==> src/rtl/mem_seq_if.sv <==
// Shared types for the SRAM-side command bus, and the bundled request/response
// plus mem-side bus that connects mem_seq to its CPU and to the SRAM block.
package mem_types;
    typedef logic [15:0] addr_t;
    typedef enum logic {READ = 1'b0, WRITE = 1'b1} cmd_t;
endpackage

interface mem_seq_if;
    import mem_types::*;

    logic        req_valid;
    logic        req_ready;
    logic        req_write;
    logic        req_word;
    addr_t       req_addr;
    logic [15:0] req_wdata;
    logic        resp_valid;
    logic [15:0] resp_rdata;
    cmd_t        mem_cmd;
    addr_t       mem_addr;
    logic [7:0]  mem_write_data;
    logic [7:0]  mem_read_data;

    // Sequencer view
    modport slave (
        input  req_valid, req_write, req_word, req_addr, req_wdata, mem_read_data,
        output req_ready, resp_valid, resp_rdata, mem_cmd, mem_addr, mem_write_data
    );

    // Requester / memory-model view
    modport master (
        output req_valid, req_write, req_word, req_addr, req_wdata, mem_read_data,
        input  req_ready, resp_valid, resp_rdata, mem_cmd, mem_addr, mem_write_data
    );
endinterface

==> src/rtl/mem_seq.sv <==
// Memory access sequencer: splits byte/word CPU requests into byte accesses
// on the SRAM command bus (write = CMD cycle then HOLD cycle, reads are
// combinational) and returns a one-cycle response pulse.
module mem_seq #(
    parameter bit LITTLE_ENDIAN = 1'b1
) (
    input  logic       clk,
    input  logic       reset,
    mem_seq_if.slave   bus
);
    import mem_types::*;

    localparam logic [2:0] IDLE       = 3'd0;
    localparam logic [2:0] RD_LO      = 3'd1;
    localparam logic [2:0] RD_HI      = 3'd2;
    localparam logic [2:0] WR_CMD_LO  = 3'd3;
    localparam logic [2:0] WR_HOLD_LO = 3'd4;
    localparam logic [2:0] WR_CMD_HI  = 3'd5;
    localparam logic [2:0] WR_HOLD_HI = 3'd6;
    localparam logic [2:0] RESP       = 3'd7;

    logic [2:0]  state_reg, state_next;
    logic        word_reg;
    logic [15:0] wdata_reg;
    addr_t       mem_addr_reg;
    logic [7:0]  mem_wdata_reg;
    wire  [15:0] rdata_bus;

    logic       accept;
    logic [7:0] first_wbyte;
    logic [7:0] second_wbyte;
    logic       first_lane_hi;
    logic       second_lane_hi;

    assign accept = bus.req_valid && (state_reg == IDLE);

    // Byte written at addr: low byte in little-endian order, high byte otherwise;
    // a byte access always writes req_wdata[7:0].
    assign first_wbyte  = (bus.req_word && !LITTLE_ENDIAN) ? bus.req_wdata[15:8]
                                                           : bus.req_wdata[7:0];
    assign second_wbyte = LITTLE_ENDIAN ? wdata_reg[15:8] : wdata_reg[7:0];

    // Result lane that each captured byte lands in.
    assign first_lane_hi  = word_reg && !LITTLE_ENDIAN;
    assign second_lane_hi = LITTLE_ENDIAN;

    // Next-state selection
    always_comb begin
        state_next = state_reg;
        case (state_reg)
            IDLE:       if (accept) state_next = bus.req_write ? WR_CMD_LO : RD_LO;
            RD_LO:      state_next = word_reg ? RD_HI : RESP;
            RD_HI:      state_next = RESP;
            WR_CMD_LO:  state_next = WR_HOLD_LO;
            WR_HOLD_LO: state_next = word_reg ? WR_CMD_HI : RESP;
            WR_CMD_HI:  state_next = WR_HOLD_HI;
            WR_HOLD_HI: state_next = RESP;
            RESP:       state_next = IDLE;
            default:    state_next = IDLE;
        endcase
    end

    // State register; reset aborts any in-flight request without a response
    always_ff @(posedge clk) begin
        if (reset) state_reg <= IDLE;
        else       state_reg <= state_next;
    end

    // Request latch and mem address/data, held across each CMD+HOLD pair
    always_ff @(posedge clk) begin
        if (reset) begin
            word_reg      <= 1'b0;
            wdata_reg     <= 16'h0000;
            mem_addr_reg  <= '0;
            mem_wdata_reg <= 8'h00;
        end else if (accept) begin
            word_reg      <= bus.req_word;
            wdata_reg     <= bus.req_wdata;
            mem_addr_reg  <= bus.req_addr;
            mem_wdata_reg <= first_wbyte;
        end else if (word_reg && (state_reg == RD_LO || state_reg == WR_HOLD_LO)) begin
            // addr+1 wraps naturally at the top of the address space
            mem_addr_reg  <= mem_addr_reg + addr_t'(1);
            if (state_reg == WR_HOLD_LO) mem_wdata_reg <= second_wbyte;
        end
    end

    // One capture register per result byte lane
    genvar gi;
    generate
        for (gi = 0; gi < 2; gi++) begin : g_lane
            logic [7:0] lane_reg;
            logic       hit;
            localparam bit IS_HI = (gi == 1);

            assign hit = ((state_reg == RD_LO) && (first_lane_hi  == IS_HI)) ||
                         ((state_reg == RD_HI) && (second_lane_hi == IS_HI));

            // Cleared on accept so writes and byte reads return zero-filled data
            always_ff @(posedge clk) begin
                if (reset)       lane_reg <= 8'h00;
                else if (accept) lane_reg <= 8'h00;
                else if (hit)    lane_reg <= bus.mem_read_data;
            end

            assign rdata_bus[gi*8 +: 8] = lane_reg;
        end
    endgenerate

    assign bus.req_ready      = (state_reg == IDLE);
    assign bus.resp_valid     = (state_reg == RESP);
    assign bus.resp_rdata     = rdata_bus;
    assign bus.mem_addr       = mem_addr_reg;
    assign bus.mem_write_data = mem_wdata_reg;
    // WRITE only in the command cycles, suppressed while reset is asserted
    assign bus.mem_cmd = (!reset && (state_reg == WR_CMD_LO || state_reg == WR_CMD_HI))
                         ? mem_types::WRITE : mem_types::READ;
endmodule

==> src/flat_wrapper.sv <==
// flat-port wrapper written by rule: the top's interface ports become plain ports
module mem_seq_flat import mem_types::*;
#(
    parameter bit LITTLE_ENDIAN = 1'b1
)
  (clk, reset, bus_req_valid, bus_req_write, bus_req_word, bus_req_addr, bus_req_wdata, bus_mem_read_data, bus_req_ready, bus_resp_valid, bus_resp_rdata, bus_mem_cmd, bus_mem_addr, bus_mem_write_data);
  mem_seq_if bus_i ();
  input  logic clk;
  input  logic reset;
  input wire logic [$bits(bus_i.req_valid)-1:0] bus_req_valid;
  input wire logic [$bits(bus_i.req_write)-1:0] bus_req_write;
  input wire logic [$bits(bus_i.req_word)-1:0] bus_req_word;
  input wire logic [$bits(bus_i.req_addr)-1:0] bus_req_addr;
  input wire logic [$bits(bus_i.req_wdata)-1:0] bus_req_wdata;
  input wire logic [$bits(bus_i.mem_read_data)-1:0] bus_mem_read_data;
  output wire logic [$bits(bus_i.req_ready)-1:0] bus_req_ready;
  output wire logic [$bits(bus_i.resp_valid)-1:0] bus_resp_valid;
  output wire logic [$bits(bus_i.resp_rdata)-1:0] bus_resp_rdata;
  output wire logic [$bits(bus_i.mem_cmd)-1:0] bus_mem_cmd;
  output wire logic [$bits(bus_i.mem_addr)-1:0] bus_mem_addr;
  output wire logic [$bits(bus_i.mem_write_data)-1:0] bus_mem_write_data;
  assign bus_i.req_valid = bus_req_valid;
  assign bus_i.req_write = bus_req_write;
  assign bus_i.req_word = bus_req_word;
  assign bus_i.req_addr = bus_req_addr;
  assign bus_i.req_wdata = bus_req_wdata;
  assign bus_i.mem_read_data = bus_mem_read_data;
  assign bus_req_ready = bus_i.req_ready;
  assign bus_resp_valid = bus_i.resp_valid;
  assign bus_resp_rdata = bus_i.resp_rdata;
  assign bus_mem_cmd = bus_i.mem_cmd;
  assign bus_mem_addr = bus_i.mem_addr;
  assign bus_mem_write_data = bus_i.mem_write_data;
  mem_seq #(.LITTLE_ENDIAN(LITTLE_ENDIAN)) u_core (.clk(clk), .reset(reset), .bus(bus_i));
endmodule
==> config.mk <==
export PLATFORM = sky130hd
export DESIGN_NAME = mem_seq_flat
export DESIGN_NICKNAME = d
export VERILOG_FILES = /design/src/rtl/mem_seq_if.sv /design/src/rtl/mem_seq.sv /design/src/flat_wrapper.sv
export SDC_FILE = /design/constraint.sdc
export NUM_CORES = 1
export LEC_CHECK = 0
export CORE_AREA = 2 2 81 83
export DETAILED_ROUTE_END_ITERATION = 6
export DIE_AREA = 0 0 83 85
export PLACE_DENSITY_LB_ADDON = 0.3
export SYNTH_ARGS = -nofsm -noshare
export SYNTH_HDL_FRONTEND = slang
export SYNTH_SLANG_ARGS = --single-unit
==> constraint.sdc <==
create_clock -name clk -period 2 [get_ports clk]
set_clock_uncertainty 0.2 [all_clocks]
set_input_delay 0.4 -clock clk [delete_from_list [all_inputs] [get_ports clk]]
set_output_delay 0.4 -clock clk [all_outputs]
set_load 0.01 [all_outputs]
After elaboration in Yosys (flattened, before gate mapping)
Cells that the tools add are included.

storage, ports and cells
  register bits = 60
  bits of input ports = 45
  output and inout port bits = 43

operators by class
  add/sub/neg operators = 1
  equal/unequal tests = 8
  muxes and demuxes = 11
  reductions and logical operators = 12

operators with widths
  cell                                                                     count
  16-bit 2-to-1 mux                                                        2
  8-bit 2-to-1 mux                                                         3
  3-bit case mux with 7 select lines                                       1
  16-bit by 1-bit adder with 16-bit output, second input constant          1
  3-bit == test, second input constant                                     4
  3-bit by 2-bit == test with 1-bit output, second input constant          2
  3-bit 2-to-1 mux                                                         2
  2-bit 2-to-1 mux                                                         2
  2-bit nonzero test                                                       2
  2-bit OR reduction                                                       2
  3-bit by 1-bit == test with 1-bit output, second input constant          1
  1-bit logical AND                                                        3
  3-bit logical NOT                                                        1
  1-bit logical OR                                                         2
  2-bit by 1-bit inequality test with 1-bit output, second input constant  1
  2-bit AND reduction                                                      1
  1-bit logical NOT                                                        1
  1-bit 2-to-1 mux                                                         1

Logic depth before layout (Yosys ltp)
  depth after elaboration = 5
  depth in mapped cells = 8

Least setup slack after synthesis
OpenSTA, ideal clock, no wires.

  path type = flip-flop to flip-flop
  start = reg u_core.state_reg[2]
  end = reg u_core.mem_addr_reg[0], in the netlist u_core.bus.mem_addr[0]
  data arrival time = 1.435 ns
  setup slack = 0.237 ns
  cell stages (with the launch flop) = 9
  buffers on the path = 3
  period minus slack after synthesis = 1.763 ns
  cells stage by stage = dfxtp_1 buf_4 nor2_1 a22oi_1 or2_1 buf_2 buf_6 a221oi_2 nor2_1

between the ends
  cells in the longest elaborated chain, start to end = 4
  elaborated cells on any way between the ends = 8
  those cells by class = 2 x eq/ne; 1 x mux; 5 x reduce/logical

ends and longest elaborated chain
  element                                                                    line           RTL
  from (decl)                                                                mem_seq.sv:22  logic [2:0] state_reg, state_next;
  from (signal assigned)                                                     mem_seq.sv:66  else state_reg <= state_next;
  3-bit by 1-bit == test with 1-bit output or 3-bit == test (tied branches)  mem_seq.sv:81  end else if (word_reg && (state_reg == RD_LO || state_reg == WR_HOLD_LO)) begin
  1-bit logical OR                                                           mem_seq.sv:81
  1-bit logical AND                                                          mem_seq.sv:81
  2-bit nonzero test (no line)                                               n/a
  to (signal assigned)                                                       mem_seq.sv:79  mem_addr_reg <= bus.req_addr;
  to (signal assigned)                                                       mem_seq.sv:83  mem_addr_reg <= mem_addr_reg + addr_t'(1);
  to (decl)                                                                  mem_seq.sv:25  addr_t mem_addr_reg;

Several ways; a longest one is shown, not always the timed one.
A chain may end at the register's enable or synchronous reset.

Worst setup path in the final report
  start = reg u_core.mem_addr_reg[12], in the netlist u_core.bus.mem_addr[12]
  end = out bus_mem_addr[12]

RTL lines
  element    line                RTL
  to (decl)  flat_wrapper.sv:20  output wire logic [$bits(bus_i.mem_addr)-1:0] bus_mem_addr;

No word-level cell between the ends.

==> flow_summary_export.csv <==
group,metric,value,unit
drt,drt-initial-drc-count,95,
drt,antenna_left,0,
worst_setup_path,path_cells,"clkdlybuf4s50_1",
worst_setup_path,crit_path_max_fanout,7,
cells_and_area,area_delta_synth_final,51.3,%
synth,ys_warn_count,0,
drt,first_pass_iters,4,
timing,post-route-period-util,0.987,
placed_design,placed_cell_area,0.00352,mm²
synth,yosysUniqueCellTypes,46,
synth,synth_top_area_cell,"dfxtp_1",
drt,wl,6610,µm
timing,setup_viol,0,
floorplanning,die-area,0.00706,mm²
worst_hold_path,hold_path.class,"reg2reg",
floorplanning,initial_utilization,0.388,
timing,tightest_slew,0.439,ns
synth,ys.flop_type,"dfxtp_1",
clocking,clkLatencyLatePin,0.30,ns
drt,avgRoutedWirePerCell,13.5,µm
clocking,cts_root_buffer,"clkbuf_8",
synth,seq_area_frac_synth,0.432,
worst_setup_path,required,1.40,ns
clocking,h-tree-depth,2,
clocking,cts_buffers,5,
worst_setup_path,end_kind,"output pin",
floorplanning,core,0.00620,mm²
clocking,tritoncts,"done",
floorplanning,ioPinCount,88,
timing,maxSlewViolCount,0,
timing,fmax,507,MHz
cells_and_area,drive_above_1_share,0.131,
drt,via_per_inst,5.26,
worst_setup_path,crit_type,"reg2out",
grt,globalRouteOverflowTotal,0,
synth,synth.cell_area,0.00241,mm²
cells_and_area,postLayoutCellArea,0.00364,mm²
worst_setup_path,critical_path_buf_inv_count,1,
grt,grt_pass1_vias,2352,
synth,async_reset_ff_frac,0,
synth,synth_edf_count,0,
placed_design,place_hpwl,4810,µm
placed_design,pre_cts_ws,-0.246,ns
worst_setup_path,crit_path_top_delay_cell,"clkdlybuf4s50_1",
timing,period_needed,1.97,ns
cells_and_area,post-route-util,0.587,
worst_setup_path,crit_path_start_kind,"flop",
timing,report.final.hold_viol_count,0,
placed_design,io_buffers,87,
placed_design,place.gp.congestion,0.831,
synth,yosys.area.top_type_share,0.432,
worst_setup_path,critPathArrivalTime,1.37,ns
flow_run,cap_viol_max_count,0,
floorplanning,die_w,83,µm
power_and_ir_drop,power_density,728,mW/mm²
grt,track_usage,0.181,
timing,rsz0062_at_grt,"false",
outcome,status,"complete, no violations",
synth,synth_area_leaders,"dfxtp_1 43%, nand2_1 12%, a21oi_1 8.7%, nor2_1 3.9%, a311oi_1 3.3%",
grt,grt_max_degree,43,
timing,fin_ws,0.0269,ns
grt,antenna_found_initial,0,
synth,syn_inst,310,
power_and_ir_drop,p_leak,1.27,nW
synth,ys_seq_elements,52,
worst_setup_path,critPathMaxStageDelay,0.59,ns
floorplanning,die_y,85,µm
drt,num_vias,2571,
grt,grt_pass1_wl,10600,µm
timing,slew_headroom,0.708,
cells_and_area,final_nets,457,
clocking,path_clk_slew,0.09,ns
cells_and_area,diodes,0,
timing,tns,0,ns
drt,drc_errors,0,
synth,syn_nets,356,
worst_setup_path,cp_top_family,"buffers and inverters",
clocking,ctsLongestPathBuffers,2,
power_and_ir_drop,worst_ir_drop_vdd,0.453,mV
clocking,cts.sinks,52,
synth,postSynthAreaPerCell,7.77,µm²
floorplanning,num_rows,29,
routing by layer:
metal / share of wire / routed length, µm / vias to the layer above / track usage
met5: 0 / 0 / - / 0
met4: 0.020 / 129 / 0 / 0.0700
met3: 0.043 / 281 / 10 / 0.0418
met2: 0.49 / 3240 / 76 / 0.309
met1: 0.45 / 2960 / 1201 / 0.224
li1: - / - / 1284 / -
synthesized netlist by cell type, types with 4 or more instances:
cell type,n
o21ai_0,7
buf_4,4
nand3_1,5
nand2_1,74
inv_1,7
a311oi_1,9
dfxtp_1,52
a22oi_1,4
o21ai_1,5
buf_2,6
clkbuf_1,9
nor2_1,25
a21oi_1,42
nor3_1,9
cell families (layout without fill, tap and decap cells):
logic type / count (synthesis) / in the layout / synth area share
AND/OR/NAND/NOR: 138 / 138 / 0.260
flip-flops: 52 / 52 / 0.432
multiplexers: 2 / 2 / 0.00831
XOR/XNOR: 2 / 2 / 0.00727
AO/OA/AOI/OAI: 85 / 85 / 0.228
buffers and inverters: 30 / 132 / 0.0592
adder cells (fa/ha/maj): 1 / 1 / 0.00519
per-stage QoR:
step | power, W | instances | hold WS [ns]
6_report | 0.00265 | 489 | 0.255
5_1_grt | 0.00280 | 489 | 0.282
4_1_cts | 0.00266 | 488 | 0.257
3_5_place_dp | 0.00205 | 480 | 0.244
3_3_place_gp | 0.00204 | 480 | 0.241
2_1_floorplan | 0.00162 | 310 | 0.240
cell type report:
type                            count  area (µm²)
Clock buffer                        7        86.3
Clock inverter                      1        7.51
Fill cell                         584        2560
Inverter                            7        26.3
Multi-Input combinational cell    228        1250
Sequential cell                    52        1050
Tap cell                           77        96.3
Timing Repair Buffer              117        1130
cells in the final DEF, fill, tap and decap left out, drive strengths merged, types with 2 or more instances in the layout:
master / count
dlygate4sd2: 3
a31oi: 2
a21oi: 42
buf: 30
nand2b: 3
clkdlybuf4s50: 84
clkbuf: 7
a221oi: 2
a22oi: 4
nor4: 4
dfxtp: 52
nor3: 10
mux2i: 2
nand3b: 2
o21ai: 12
nor2: 25
nand2: 74
nand4: 3
and2: 3
a311oi: 9
or2: 3
o32ai: 5
a211oi: 3
and3: 2
nand3: 5
or3: 2
inv: 7
where the power goes:
part / total, W / leakage [nW] / switching (W) / internal, W
Clock: 0.000617 / 0.0445 / 0.000335 / 0.000282
Sequential: 0.00122 / 0.425 / 0.0000840 / 0.00113
Combinational: 0.000822 / 0.801 / 0.000383 / 0.000439
Total: 0.00265 / 1.27 / 0.000802 / 0.00185
what timing repair did:
| item | in CTS | in global routing |
|---|---|---|
| buffers inserted | 0 | 1 |
| gates cloned | 0 | 0 |
| pin swaps | 0 | 1 |
| setup endpoints to repair | 5 | 8 |
| gates resized for setup | 7 | 5 |
| hold buffers | 0 | 0 |
final timing paths:
path,start,endpoint,slack (ns),cells past startpoint
hold reg to reg,u_core.g_lane[0].lane_reg[0]$_SDFFE_PP0N_,u_core.g_lane[0].lane_reg[0]$_SDFFE_PP0N_,0.25,2
hold / removal,u_core.g_lane[0].lane_reg[0]$_SDFFE_PP0N_,u_core.g_lane[0].lane_reg[0]$_SDFFE_PP0N_,0.25,2
setup reg to reg,u_core.state_reg[2]$_SDFFE_PP0P_,u_core.bus.mem_addr[7]$_SDFFE_PP0P_,0.16,8
setup / recovery,u_core.bus.mem_addr[12]$_SDFFE_PP0P_,bus_mem_addr[12],0.03,1
No activity file was read; power rests on OpenSTA's default activity.
